## config.mk

```make
export PLATFORM = sky130hd
export DESIGN_NAME = seg_scan
export DESIGN_NICKNAME = d
export VERILOG_FILES = /design/src/rtl/seg_pkg.sv /design/src/rtl/seg_tick_gen.sv /design/src/rtl/seg_scan.sv
export SDC_FILE = /design/constraint.sdc
export NUM_CORES = 1
export LEC_CHECK = 0
export CORE_MARGIN = 5
export CORE_UTILIZATION = 55
export CTS_CLUSTER_SIZE = 16
export DETAILED_ROUTE_END_ITERATION = 6
export GPL_TIMING_DRIVEN = 0
export PLACE_DENSITY = 0.79
export SKIP_LAST_GASP = 1
export SYNTH_ARGS = -nofsm -noshare
export SYNTH_HDL_FRONTEND = slang
export SYNTH_SLANG_ARGS = --single-unit
```

## constraint.sdc

```tcl
create_clock -name clk -period 4.5 [get_ports clk]
set_input_delay 0.9 -clock clk [delete_from_list [all_inputs] [get_ports clk]]
set_output_delay 0.9 -clock clk [all_outputs]
set_load 0.005 [all_outputs]
```

## src/rtl/seg_pkg.sv

```systemverilog
// Shared constants and helpers for the 7-segment scanner.
package seg_pkg;

  localparam int unsigned DIGIT_W    = 4;
  localparam logic [DIGIT_W-1:0] BLANK_CODE = 4'hF;
  localparam int unsigned MAX_DIGITS = 32;

  // Active-low one-hot anode pattern; callers truncate to their digit count.
  function automatic logic [MAX_DIGITS-1:0] onehot_n(input logic [4:0] idx);
    return ~(32'd1 << idx);
  endfunction

endpackage

```

## src/rtl/seg_tick_gen.sv

```systemverilog
// Free-running slot prescaler: counts 0..PRESCALE-1 and flags the last count.
module seg_tick_gen #(
  parameter  int unsigned PRESCALE = 100000,
  localparam int unsigned CNT_W    = $clog2(PRESCALE)
) (
  input  logic             clk,
  input  logic             rst_n,
  output logic             tick_o,
  output logic [CNT_W-1:0] count_o
);

  localparam logic [CNT_W-1:0] LAST = CNT_W'(PRESCALE - 1);

  logic [CNT_W-1:0] cnt_q, cnt_d;

  assign tick_o  = (cnt_q == LAST);
  assign count_o = cnt_q;

  always_comb begin
    cnt_d = tick_o ? '0 : cnt_q + 1'b1;
  end

  always_ff @(posedge clk or negedge rst_n) begin
    if (!rst_n) begin
      cnt_q <= '0;
    end else begin
      cnt_q <= cnt_d;
    end
  end

endmodule

```

## src/rtl/seg_scan.sv

```systemverilog
// Time-multiplexed 8-digit common-anode scanner with double-buffered word,
// anti-ghost guard interval, leading-zero blanking and per-digit enable.
module seg_scan
  import seg_pkg::*;
#(
  parameter int unsigned DIGITS   = 8,
  parameter int unsigned PRESCALE = 100000,
  parameter int unsigned GUARD    = 4,
  parameter bit          LZ_BLANK = 1'b1
) (
  input  logic                      clk,
  input  logic                      rst_n,
  input  logic [DIGIT_W*DIGITS-1:0] value,
  input  logic                      load,
  input  logic [DIGITS-1:0]         en_mask,
  output logic [DIGIT_W-1:0]        digit,
  output logic [DIGITS-1:0]         an,
  output logic                      pending,
  output logic                      frame_start
);

  localparam int unsigned CNT_W  = $clog2(PRESCALE);
  localparam int unsigned IDX_W  = (DIGITS > 1) ? $clog2(DIGITS) : 1;
  localparam int unsigned WORD_W = DIGIT_W * DIGITS;
  localparam logic [IDX_W-1:0] IDX_LAST = IDX_W'(DIGITS - 1);
  localparam logic [CNT_W-1:0] GUARD_C  = CNT_W'(GUARD);

  logic             tick;
  logic [CNT_W-1:0] cnt;

  seg_tick_gen #(.PRESCALE(PRESCALE)) u_tick (
    .clk     (clk),
    .rst_n   (rst_n),
    .tick_o  (tick),
    .count_o (cnt)
  );

  logic [IDX_W-1:0]   idx_q, idx_d;
  logic [WORD_W-1:0]  shadow_q, shadow_d;
  logic [WORD_W-1:0]  active_q, active_d;
  logic               pending_q, pending_d;
  logic               frame_q, frame_d;
  logic [DIGITS-1:0]  an_q, an_d;
  logic [DIGIT_W-1:0] digit_q, digit_d;

  logic               wrap;
  logic [DIGITS-1:0]  lz_zero;
  logic [DIGIT_W-1:0] nib;
  logic               blank;

  assign wrap = tick && (idx_q == IDX_LAST);

  // A load on the wrap edge bypasses the shadow so it shows this very frame.
  always_comb begin
    idx_d = idx_q;
    if (tick) begin
      idx_d = wrap ? '0 : idx_q + 1'b1;
    end
    shadow_d  = load ? value : shadow_q;
    active_d  = active_q;
    pending_d = pending_q;
    if (wrap) begin
      pending_d = 1'b0;
      if (load) begin
        active_d = value;
      end else if (pending_q) begin
        active_d = shadow_q;
      end
    end else if (load) begin
      pending_d = 1'b1;
    end
    frame_d = wrap;
  end

  always_comb begin
    lz_zero = '0;
    for (int unsigned s = 0; s < DIGITS; s++) begin
      lz_zero[s] = ((active_q >> (s * DIGIT_W)) == '0);
    end
    nib = BLANK_CODE;
    for (int unsigned s = 0; s < DIGITS; s++) begin
      if (idx_q == IDX_W'(s)) begin
        nib = active_q[s*DIGIT_W +: DIGIT_W];
      end
    end
    blank = (cnt < GUARD_C) || !en_mask[idx_q] ||
            (LZ_BLANK && (idx_q != '0) && lz_zero[idx_q]);
    an_d    = '1;
    digit_d = BLANK_CODE;
    if (!blank) begin
      an_d    = DIGITS'(onehot_n(5'(idx_q)));
      digit_d = nib;
    end
  end

  always_ff @(posedge clk or negedge rst_n) begin
    if (!rst_n) begin
      idx_q     <= '0;
      shadow_q  <= '0;
      active_q  <= '0;
      pending_q <= 1'b0;
      frame_q   <= 1'b0;
      an_q      <= '1;
      digit_q   <= BLANK_CODE;
    end else begin
      idx_q     <= idx_d;
      shadow_q  <= shadow_d;
      active_q  <= active_d;
      pending_q <= pending_d;
      frame_q   <= frame_d;
      an_q      <= an_d;
      digit_q   <= digit_d;
    end
  end

  assign an          = an_q;
  assign digit       = digit_q;
  assign pending     = pending_q;
  assign frame_start = frame_q;

endmodule
```

==> results of run 1 <==
## worst register-to-register path, stage by stage (launching register included)
cell,delay (ps)
dfrtp_1,390
clkbuf_2,230
inv_1,100
ha_1,200
clkbuf_1,230
nor3b_1,210
o311a_1,370
o311ai_0,430
a221oi_1,160
o22ai_1,190
## worst paths after layout
path	from	cells after the start	end	slack [ps]
hold reg to reg	u_tick.count_o[0]	1	u_tick.count_o[0]	490
hold / removal	u_tick.count_o[0]	1	u_tick.count_o[0]	490
min in group asynchronous	rst_n	1	shadow_q[12]	530
setup reg to reg	idx_q[0]	9	digit[0]	1900
setup / recovery	idx_q[0]	9	digit[0]	1900
max in group asynchronous	rst_n	2	digit[3]	3270
## through the flow
stage	total power (W)	setup TNS, ps
global route	0.00171	0
CTS	0.00165	0
global placement	0.00105	-73270
detailed placement	0.00106	0
floorplan	0.000983	0
finish	0.00164	0
## metal layers
metal | wire length, um | up-vias | share of wire (%) | global-route usage [%]
li1 | - | 1386 | - | -
met3 | 502 | 13 | 5.5 | 4.17
met2 | 4400 | 97 | 48 | 30.8
met5 | 0 | - | 0 | 0
met4 | 163 | 0 | 1.8 | 7.05
met1 | 4060 | 1450 | 44 | 26.7
## power by group through the flow
stage	Combinational [W]	Sequential, W	Clock (W)
after floorplan	0.0000474	0.000936	0
after global placement	0.000115	0.000937	0
after detailed placement	0.000121	0.000938	0
after CTS	0.000121	0.000921	0.000608
after global routing	0.000130	0.000924	0.000656
final	0.000118	0.000920	0.000598
## cells in the final DEF (no fill, tap or decap), types with 6 or more instances in the layout
master / instances
nor2b_1: 8
nand2_1: 22
dfrtp_1: 86
dfstp_2: 12
mux2_2: 34
clkbuf_8: 9
clkbuf_1: 12
nand4_1: 8
nor2_1: 23
o21ai_0: 11
mux2_4: 30
nor4_1: 12
clkdlybuf4s50_1: 54
ha_1: 7
xor2_1: 8
nand3_1: 13
xnor2_1: 6
## layout make-up
cell class / instances / area share (%)
buffer: 15 / 1.51
clock buffer: 11 / 2.44
clock inverter: 5 / 1.49
inverter: 5 / 0.349
multi-input combinational: 228 / 35.2
sequential: 98 / 45.9
tap: 102 / 2.37
timing repair buffer: 56 / 10.7
## state kept, by name, summed over array words and instances, names as in the netlist
name            flops
u_tick.count_o     17
active_q           32
frame_start         1
shadow_q           32
idx_q               3
digit               4
pending             1
an                  8
## cell families after synthesis
logic type	share of synthesized area (%)
AO/OA/AOI/OAI	5.07
XOR/XNOR	2.75
adder cells (fa/ha/maj)	1.96
buffers and inverters	2.24
flip-flops	55.3
multiplexers	19.7
AND/OR/NAND/NOR	13.0
==> results.txt, run 1 <==
----------------------------------------------------
[Outcome]
  Run status ... completed

[Routing]
  Routed length per placed instance ... 17.6 um
  Wire length reported by the detailed router ... 9.13 mm
  Via total after detailed routing ... 2946
  DRT antenna net count ... 0
  First-pass DRT Iterations ... 4
  Iteration-0 DRC Markers ... 146
  Number of vias per cell after detailed routing ... 5.67
  Final routed DRC violation total ... 0

[Cells and area]
  ANT cells ... 0
  Multi-input logic area ... 1900 sq um
  Final core occ ... 68.9%
  Final Net Count ... 463
  Final cell count without fillers ... 520
  Sequential cell area ... 2470 sq um
  Share of cells above drive strength 1 ... 24.9%
  Post-route cell area ... 5380 sq um
  Fill count ... 586
  Synthesis-to-finish area growth ... 20.5%

[Die]
  IO Count ... 57
  Die extent in y ... 100 um
  Core box area ... 7810 sq um
  Chip Width ... 100 um
  DIE AREA ... 10000 sq um
  Num rows ... 32
  Initial standard-cell utilization of the core ... 57.2%

[Clock tree]
  Clock insertion delay at the later pin of the skew report ... 360 ps
  Buffer levels on the longest clock path ... 2
  Number of gates resized after cts ... 0
  Hold Buf Count CTS ... 0
  Root buffer selected by CTS ... clkbuf_8
  CTS tree ... done
  Number of clock sinks ... 98
  Number of buffers created by CTS ... 9
  Number of buffers inserted by post-CTS setup repair ... 0
  CTS H-tree depth ... 3
  Register clock-pin slew on the reported worst setup and hold paths ... 80 ps

[Logic synthesis]
  FFs w/ async S/R, synth ... 100%
  Prevailing post-synth register cell ... dfrtp_1
  Netlist Area Pre-Place ... 4460 sq um
  Number of warnings printed during yosys synthesis ... 0
  Cell taking the most area after synthesis ... dfrtp_1
  Sequential area share after synthesis ... 55.3%
  Most common cell in the netlist ... dfrtp_1
  Number of distinct library cells after synthesis ... 43
  Leading cell types by total area after synthesis ... dfrtp_1, mux2_4, mux2_2
  Count of flip-flops with a built-in enable after synthesis ... 0
  Nets in the synthesized netlist ... 396
  Synthesis-stage register bit count ... 98
  Portion of synthesized cell area occupied by the leading cell type ... 48.2%
  Count of mapped cells out of synthesis ... 346
  Synth cell count leaders ... dfrtp_1, mux2_2, mux2_4, nor2_1, nand2_1
  Mapped Avg Cell Area ... 12.9 sq um

[Worst setup path]
  Critical path capture point type ... flop
  Cell-by-cell trace of the critical path ... clkbuf_2 > inv_1 > ha_1 > clkbuf_1 > nor3b_1 > o311a_1 > o311ai_0 > a221oi_1 > o22ai_1
  Cell family with the largest share of critical-path delay ... compound AO/OA/AOI/OAI gates
  Master of the slowest instance on the critical path ... o311ai_0
  Maximum net fanout on the critical path ... 10
  WP data required ... 4770 ps
  Critical path type ... reg2reg
  Count of buffer and inverter cells on the critical path ... 3
  Signal arrival time at the worst endpoint ... 2880 ps
  Largest stage delay on the critical path ... 430 ps
  Kind of start point of the critical path ... flop

[STA]
  Worst-Margin Slew ... 795 ps
  Final number of hold-violating endpoints ... 0
  Relative slew slack ... 46.7%
  Setup repair after global routing missed its margin ... no
  Worst slack on hold paths ... 494 ps
  Minimum clock period after layout ... 2600 ps
  Clock tree skew after final layout ... 8.14 ps
  Total of endpoints with negative setup slack in the final report ... 0
  Slew Viols, Final ... 0
  Fmax achieved ... 384 MHz
  Final worst path period share ... 57.9%
  Slack of the critical path ... 1900 ps

[GRT]
  First-pass GRT wire length ... 15.2 mm
  Pin count of the biggest net entering global routing ... 53
  Grt total ovfl ... 0
  GRT Resource Usage Total ... 19.5%
  Via count of the first global-routing pass ... 3025
  Antenna violations before repair ... 0

[Power and ir drop]
  Power Internal ... 0.00129 W
  Power density over cell area ... 304 nW/um^2
  Leakage Power ... 2.48 nW
  Share of total power in combinational logic ... 7.2%
  Switching share of power ... 20.9%
  Power share of the clock group ... 36.6%
  Sequential share of power ... 56.2%
  Peak VDD IR ... 190 uV
  Total net switching power ... 0.000342 W

[Placed design]
  Weighted congestion reported at the end of routability-driven placement ... 0.941
  Post-Place Setup Slack ... 1670 ps
  Cell Count Post-Placement ... 504
  Total half-perimeter wirelength after legalization and detailed placement ... 6.85 mm
  Number of I/O port buffers ... 55
  Placed standard-cell area ... 5170 sq um

[Worst hold path]
  Worst hold-check path type ... reg2reg

[Run]
  Max-cap violations ... 0

----------------------------------------------------
Note: power is estimated with default switching activity, not from simulation.
==> run 2, diff against run 1 <==
--- a/config.mk
+++ b/config.mk
@@ -6,11 +6,11 @@
 export NUM_CORES = 1
 export LEC_CHECK = 0
 export CORE_MARGIN = 5
-export CORE_UTILIZATION = 55
+export CORE_UTILIZATION = 50
 export CTS_CLUSTER_SIZE = 16
 export DETAILED_ROUTE_END_ITERATION = 6
 export GPL_TIMING_DRIVEN = 0
-export PLACE_DENSITY = 0.79
+export PLACE_DENSITY = 0.76
 export SKIP_LAST_GASP = 1
 export SYNTH_ARGS = -nofsm -noshare
 export SYNTH_HDL_FRONTEND = slang
==> constraint.sdc (replaced) <==
create_clock -name clk -period 2.1 [get_ports clk]
set_input_delay 0.42 -clock clk [delete_from_list [all_inputs] [get_ports clk]]
set_output_delay 0.42 -clock clk [all_outputs]
set_load 0.005 [all_outputs]
==> results.txt, run 2 (same netlist as run 1, synthesis figures left out) <==
----------------------------------------------------
[Clock tree]
  CTS tree ... done
  Root buffer selected by CTS ... clkbuf_8
  Number of clock sinks ... 98 (unchanged)
  Clock insertion delay at the later pin of the skew report ... 370 ps (about the same)
  Buffer levels on the longest clock path ... 2 (unchanged)
  Number of buffers created by CTS ... 9 (unchanged)
  Hold Buf Count CTS ... 0 (unchanged)
  CTS H-tree depth ... 3 (unchanged)
  Register clock-pin slew on the reported worst setup and hold paths ... 100 ps (+20 ps)

[Routing]
  Iteration-0 DRC Markers ... 87 (-40%)
  Routed length per placed instance ... 17.8 um (+1.1%)
  Wire length reported by the detailed router ... 9.39 mm (+2.9%)
  Via total after detailed routing ... 2955 (+0.31%)
  First-pass DRT Iterations ... 4 (unchanged)
  DRT antenna net count ... 0 (unchanged)
  Number of vias per cell after detailed routing ... 5.59 (-1.4%)
  Final routed DRC violation total ... 0 (unchanged)

[Placed design]
  Weighted congestion reported at the end of routability-driven placement ... 0.922 (-2.0%)
  Number of I/O port buffers ... 55 (unchanged)
  Total half-perimeter wirelength after legalization and detailed placement ... 6.72 mm (-1.8%)

[Worst setup path]
  Signal arrival time at the worst endpoint ... 2270 ps (-610 ps)
  Critical path type ... reg2reg
  Critical path capture point type ... flop
  WP data required ... 2350 ps (-2420 ps)
  Flop-to-flop setup slack ... 80 ps (-1820 ps)
  Kind of start point of the critical path ... flop
  Maximum net fanout on the critical path ... 10 (unchanged)

[Die]
  DIE AREA ... 10900 sq um (+9.0%)
  Chip Width ... 104 um (+4.4%)
  Initial standard-cell utilization of the core ... 51.2% (-6.0 points)
  Die extent in y ... 104 um (+4.4%)
  Num rows ... 34 (+6.3%)
  Core box area ... 8720 sq um (+12%)
  IO Count ... 57 (unchanged)

[Cells and area]
  Fill count ... 671 (+15%)
  Leading cell type in the layout, fill and taps excluded ... dfrtp_1
  Highest-count cells in the layout ignoring fill and taps ... dfrtp_1, clkdlybuf4s50_1, mux2_2
  Multi-input logic area ... 2000 sq um (+5.4%)
  ANT cells ... 0 (unchanged)
  Synthesis-to-finish area growth ... 22.9%
  Sequential cell area ... 2470 sq um (+0.10%)
  Final Net Count ... 466 (+0.65%)
  Share of cells above drive strength 1 ... 31.4% (+6.5 points)

[STA]
  Worst-Margin Slew ... 688 ps (-107 ps)
  Final number of hold-violating endpoints ... 0 (unchanged)
  Minimum clock period after layout ... 2020 ps (-583 ps)
  Clock tree skew after final layout ... 16.2 ps (+8.09 ps)
  Worst slack on hold paths ... 82.0 ps (-412 ps)
  Final worst path period share ... 96.3% (+38 points)
  Relative slew slack ... 54.1% (+7.4 points)
  Setup TNS ... 0 ps (unchanged)
  Slew Viols, Final ... 0 (unchanged)
  Total of endpoints with negative setup slack in the final report ... 0 (unchanged)
  Setup repair after global routing missed its margin ... yes
  Fmax achieved ... 495 MHz (+29%)

[Power and ir drop]
  Leakage Power ... 2.51 nW (+1.4%)
  Power density over cell area ... 604 nW/um^2 (+98%)
  Peak VDD IR ... 299 uV (+58%)

[Outcome]
  Run status ... completed

[GRT]
  GRT Resource Usage Total ... 17.9% (-1.6 points)
  Via count of the first global-routing pass ... 3101 (+2.5%)
  First-pass GRT wire length ... 15.8 mm (+4.2%)
  Pin count of the biggest net entering global routing ... 58 (+9.4%)
  Antenna violations before repair ... 0 (unchanged)
  Grt total ovfl ... 0 (unchanged)

[Run]
  Max-cap violations ... 0 (unchanged)

[Worst hold path]
  Worst hold-check path type ... in2async

----------------------------------------------------
==> run 2: routing by layer <==
layer	vias up	global-route usage [%]	share of wire, %
met5	-	0	0
met4	0	4.72	1.5
met3	17	5.15	7.2
met2	102	28.7	49
met1	1451	23.9	42
li1	1385	-	-
==> run 2: what timing repair did <==
action	CTS	global route
gates resized for setup	14	22
endpoints found under the hold margin	0	0
setup buffers	1	3
pin swaps	1	7
endpoints found under the setup margin	51	43
==> run 2: report_power, final <==
part / internal, W / switching (W)
clock: 0.000430 / 0.000657
sequential: 0.00196 / 0.0000151
combinational: 0.000146 / 0.000108
total: 0.00253 / 0.000780
==> run 2: final timing paths <==
check	startpoint	endpoint	cells after the start
setup / recovery	u_tick.count_o[12]	active_q[27]	6
hold / removal	rst_n	shadow_q[22]	1
setup reg to reg	u_tick.count_o[12]	active_q[27]	6
max in group asynchronous	rst_n	idx_q[1]	2
hold reg to reg	shadow_q[0]	shadow_q[0]	1
min in group clk	shadow_q[0]	shadow_q[0]	1
==> run 2: worst max-delay path, cell delays in order, from the launching register on <==
cell and delay, ps:
dfrtp_1 450, nor4_2 350, nand2_1 150, nor3_4 310
nand3b_4 150, buf_6 190, mux2_4 310
==> run 2: through the flow <==
| step | setup WS (ps) | power, W | instances | utilization (%) | instance area, sq um |
|---|---|---|---|---|---|
| after global placement | -2790 | 0.00226 | 509 | 59.0 | 5150 |
| after global routing | -17.5 | 0.00345 | 529 | 62.9 | 5480 |
| after detailed placement | -328 | 0.00227 | 510 | 59.2 | 5170 |
| after CTS | -3.10 | 0.00334 | 526 | 61.7 | 5380 |
| final | 78.5 | 0.00331 | 529 | 62.9 | 5480 |
| after floorplan | 70.7 | 0.00211 | 346 | - | 4460 |
==> run 2: cell type report <==
class,count,share of cell area [%]
Multi-Input combinational cell,228,36.4
Timing Repair Buffer,60,10.9
Sequential cell,98,45.0
Inverter,5,0.342
Tap cell,108,2.46
Clock inverter,6,0.799
Clock buffer,10,2.33
Buffer,14,1.69
==> run 3, diff against run 2 <==
--- a/config.mk
+++ b/config.mk
@@ -5,6 +5,7 @@
 export SDC_FILE = /design/constraint.sdc
 export NUM_CORES = 1
 export LEC_CHECK = 0
+export CAP_MARGIN = 20
 export CORE_MARGIN = 5
 export CORE_UTILIZATION = 50
 export CTS_CLUSTER_SIZE = 16
==> results of run 3 <==
Same layout as run 2: the final DEF is identical, and so are final timing and power.
